<file path="src/rtl/multiword_add_sequencer.sv">
// Multi-word add/subtract controller that time-shares one external WIDTH-bit slice adder,
// walking the operands least-significant slice first and keeping the inter-slice carry.
module multiword_add_sequencer #(
  parameter int unsigned WIDTH  = 8,
  parameter int unsigned NSLICE = 4
) (
  input  logic                      clk,
  input  logic                      rst_n,
  input  logic                      in_valid,
  output logic                      in_ready,
  input  logic [WIDTH*NSLICE-1:0]   in_a,
  input  logic [WIDTH*NSLICE-1:0]   in_b,
  input  logic                      in_cin,
  input  logic                      in_sub,
  output logic                      out_valid,
  input  logic                      out_ready,
  output logic [WIDTH*NSLICE-1:0]   out_sum,
  output logic                      out_cout,
  output logic                      busy,
  output logic [WIDTH-1:0]          slice_a,
  output logic [WIDTH-1:0]          slice_b,
  output logic                      slice_cin,
  input  logic [WIDTH-1:0]          slice_sum,
  input  logic                      slice_cout
);

  localparam int unsigned OPW  = WIDTH * NSLICE;
  localparam int unsigned IdxW = (NSLICE > 1) ? $clog2(NSLICE) : 1;
  localparam logic [IdxW-1:0] IdxLast = IdxW'(NSLICE - 1);

  typedef enum logic [1:0] {StIdle, StRun, StDone} state_e;

  state_e          state_q, state_d;
  logic [IdxW-1:0] idx_q, idx_d;
  logic            carry_q, carry_d;
  logic [OPW-1:0]  opa_q, opa_d;
  logic [OPW-1:0]  opb_q, opb_d;
  logic [OPW-1:0]  result_q, result_d;

  always_ff @(posedge clk or negedge rst_n) begin
    if (!rst_n) begin
      state_q  <= StIdle;
      idx_q    <= '0;
      carry_q  <= 1'b0;
      opa_q    <= '0;
      opb_q    <= '0;
      result_q <= '0;
    end else begin
      state_q  <= state_d;
      idx_q    <= idx_d;
      carry_q  <= carry_d;
      opa_q    <= opa_d;
      opb_q    <= opb_d;
      result_q <= result_d;
    end
  end

  always_comb begin
    state_d   = state_q;
    idx_d     = idx_q;
    carry_d   = carry_q;
    opa_d     = opa_q;
    opb_d     = opb_q;
    result_d  = result_q;
    in_ready  = 1'b0;
    out_valid = 1'b0;
    busy      = 1'b0;
    slice_a   = '0;
    slice_b   = '0;
    slice_cin = 1'b0;

    unique case (state_q)
      StIdle: begin
        in_ready = 1'b1;
        if (in_valid) begin
          // Subtract is A + ~B + 1, so the carry register doubles as the +1.
          opa_d   = in_a;
          opb_d   = in_sub ? ~in_b : in_b;
          carry_d = in_sub ? 1'b1 : in_cin;
          idx_d   = '0;
          state_d = StRun;
        end
      end
      StRun: begin
        busy      = 1'b1;
        slice_a   = opa_q[idx_q*WIDTH +: WIDTH];
        slice_b   = opb_q[idx_q*WIDTH +: WIDTH];
        slice_cin = carry_q;
        result_d[idx_q*WIDTH +: WIDTH] = slice_sum;
        carry_d   = slice_cout;
        if (idx_q == IdxLast) begin
          state_d = StDone;
        end else begin
          idx_d = idx_q + 1'b1;
        end
      end
      StDone: begin
        busy      = 1'b1;
        out_valid = 1'b1;
        if (out_ready) begin
          state_d = StIdle;
        end
      end
      default: state_d = StIdle;
    endcase
  end

  // Result and carry persist after the handshake; out_valid alone qualifies them.
  assign out_sum  = result_q;
  assign out_cout = carry_q;

endmodule

</file>
<file path="config.mk">
export PLATFORM = sky130hd
export DESIGN_NAME = multiword_add_sequencer
export DESIGN_NICKNAME = d
export VERILOG_FILES = /design/src/rtl/multiword_add_sequencer.sv
export SDC_FILE = /design/constraint.sdc
export NUM_CORES = 1
export LEC_CHECK = 0
export CORE_ASPECT_RATIO = 0.6
export CORE_UTILIZATION = 43
export DETAILED_ROUTE_END_ITERATION = 16
export PLACE_DENSITY = 0.83
export SLEW_MARGIN = 20
export SYNTH_ARGS = -nofsm -noshare
export SYNTH_HDL_FRONTEND = slang
export SYNTH_SLANG_ARGS = --single-unit
export TNS_END_PERCENT = 50
</file>
<file path="constraint.sdc">
create_clock -name clk -period 1.7 [get_ports clk]
set_input_delay 0.34 -clock clk [delete_from_list [all_inputs] [get_ports clk]]
set_output_delay 0.34 -clock clk [all_outputs]
set_load 0.03 [all_outputs]
</file>
==> run metrics, run 1 <==
Maximum Capacitance Violations 0; reg-to-reg slack, setup -200 ps; largest net degree at the start of global routing 34; CP Capture Point slice_b[6]; Sum Neg Setup Slack -10400 ps; Final nets between 600 and 700; Clock Sinks just over 100; failing checks negative setup slack; Clock Latency Late Sink 340 ps; clock slew at the register clock pins of the worst setup and hold paths around 70 ps; final worst-path cycle share 121%; cell leakage power 3.13 nW; first-pass GRT wire length roughly 19 mm; xor-xnor portion of the synthesized cell area 5.99%; Mapped Nets approximately 450; Initial DRC Count around 170; H-Tree Level Count 3; Buffers on Ports 131; share of layout cells above drive strength 1 a little under a third; post-synthesis sequential area ratio a little over half; r2r worst-path depth 8; WS Path Type reg2out; Seq pwr share 33.6%; Reg-to-Reg End out_sum[12]; crit path capture type output port; vias in the first global route 3548; Rows 29; Rel. slew slack a little over two thirds; Final Wtd Congestion ~0.8; PnR worst setup slack -360 ps; Peak VDD IR around 0.87 mV; combinational fraction of design power ~50%; DR pass1 iterations 4; Crit path arrival time 1720 ps; min-delay worst type reg2reg; dpl ws -57.5 ps; Critical Path Start idx_q[0]; clock power share around 17%; syn avg cell area ~13 µm²; CP max FO 9; Slew Limit Fails 0; Avg WL per Cell between 15 and 20 µm; CTS tree done; Tot Pwr ~12 mW; drt drc 0; status finished with violations; post-synthesis register bit count ~100; WP data required between 1000 and 1500 ps; synthesized area between 4000 and 5000 µm²; kind of start point of the critical path flip-flop; Setup Skew roughly 9.8 ps; Via-to-Cell Ratio 5.20; RSZ-0062 raised after global routing true; Antenna Violating Nets Remaining 0; Slew @ Worst Pin approximately 450 ps; die height between 80 and 90 µm; post-synthesis compound-gate area fraction a little over a tenth; Sw Share between 30% and 40%; mux cell area share after synthesis between 10% and 20%; Ports approximately 130; via count 3435; clk buf depth 2; Yosys Warn Count 0; net switching power 4.16 mW; initial antenna violation count 0; total CTS buffers 9; Post-Synth Simple-Gate Area just under 8%; placed cell area about 6300 µm²; Clk Tree Root Cell clkbuf_16; largest family of logic cells by synthesized area multiplexers; synthesis-to-finish area growth 47.3%; core area around 11000 µm²; GR Util All Layers ~22%; Final min period 2060 ps; Post-Syn Instances between 300 and 400; Starting Density 44.3%; Synth cell types 28; Pwr Density ~1700 nW/µm²; RR Startpoint idx_q[0]; fill count around 810; DP HPWL around 8.5 mm; Die ar. approximately 11000 µm²; Pint around 7.6 mW; post-route cell area 6890 µm²; Routed WL between 10 and 15 mm; Post-Synth Adder-Cell Area between 2 and 2.5%; n_diodes 0; f_max roughly 0.49 GHz; Hold Violations, Final 0; setup violators final 52; Die X between 100 and 150 µm; gr ovfl total 0
-- cell usage after synthesis (all sizes together) --
master	n	area [µm²]
dfrtp	101	2530
a22o	34	298
and4	1	8.76
xnor2	32	280
mux2	34	383
inv	6	22.5
clkbuf	4	15.0
o22ai	1	6.26
nand3b	1	7.51
nor3	1	10.0
ha	9	113
o21ai	34	170
a221oi	1	15.0
nor2b	1	6.26
o221a	1	11.3
buf	18	109
and2	17	106
nor4b	1	23.8
o32a	1	10.0
nand2b	2	12.5
nand2	39	154
or2	1	6.26
nor2	1	6.26
nand4bb	1	11.3
nor3b	1	7.51
mux4	16	360
-- power by group through the flow --
stage,Clock [mW],Sequential [mW],Combinational (mW)
floorplan,0,4.11,3.15
CTS,2.02,3.94,5.81
detailed placement,0,3.98,5.19
global placement,0,3.92,5.04
global route,2.13,4.06,6.26
finish,1.98,3.94,5.83
-- how the worst min path moves through the flow --
stage,start,to,depth (start not counted)
after floorplan,rst_n,idx_q[0],0
after global placement,rst_n,opb_q[26],1
after detailed placement,rst_n,opb_q[0],1
after CTS,opb_q[31],opb_q[31],2
after global routing,out_sum[23],out_sum[23],1
final,opb_q[25],opb_q[25],2
-- per-stage QoR --
step                      hold slack, ps  cells  util, %
after floorplan                     44.4    359        -
final                                483    660     65.3
after global routing                 516    660     65.3
after global placement               312    633     60.1
after CTS                            483    659     65.0
after detailed placement             320    633     60.1
-- cells in the final DEF (no fill, tap or decap), types with 3 or more instances in the layout --
cell type         n
mux2_2           34
inv_6             3
ha_1              3
mux4_2           16
dfrtp_1          99
nand2_1          37
buf_4            25
and2_4           17
o21ai_0          33
a22o_1           34
dlygate4sd2_1    32
clkbuf_16         9
inv_2             3
clkdlybuf4s50_1  76
xnor2_1          32
buf_12            9
buf_6            22
ha_4              4
-- logic make-up (layout without fill, tap and decap cells) --
logic type                 count (synthesis)  after routing
xor gates and xnor gates                  32             32
buffers and inverters                     28            190
DFF                                      101            101
muxes                                     50             50
AOI/OAI and AO/OA                         72             72
adders and majority gates                  9              9
and+or+nand+nor                           67             67
-- worst max-delay path, cell delays in order (launching register included) --
cell and delay (ps):
dfrtp_2 420, buf_12 150, mux4_2 510, and2_4 170, buf_6 130
-- metal layers --
layer  vias up  share of wire [%]  global-route usage, %
li1       1597                  -                      -
met2        99                 45                   33.1
met5         -                  0                      0
met1      1730                 47                   32.6
met3         9                7.1                   7.08
met4         0               0.70                   3.43
-- cell type report --
type	instances	area [µm²]	area share [%]
tap	139	174	2.52
inverter	6	28.8	0.417
timing repair buffer	168	1720	24.9
sequential	101	2530	36.7
clock inverter	5	38.8	0.563
multi-input combinational	230	2150	31.2
clock buffer	11	253	3.67
-- flip-flops by register name, indices dropped and copies added (netlist names) --
signal    flops
idx_q         2
state_q       2
opb_q        32
out_sum      32
out_cout      1
opa_q        32
-- repair_timing --
| action | CTS | global route |
|---|---|---|
| endpoints found under the setup margin | 79 | 57 |
| buffers inserted | 8 | 1 |
| gates resized for setup | 80 | 8 |
| hold endpoints to repair | 29 | 0 |
| gates cloned | 1 | 0 |
| pin swaps | 8 | 4 |
| hold buffers | 1 | 0 |
Power figures use the tool's default switching activity.
==> inputs of run 2 (changes only) <==
SLEW_MARGIN = not set   (was 20)
==> results of run 2 <==
The final DEF is identical to that of run 1; final timing and power are the same.
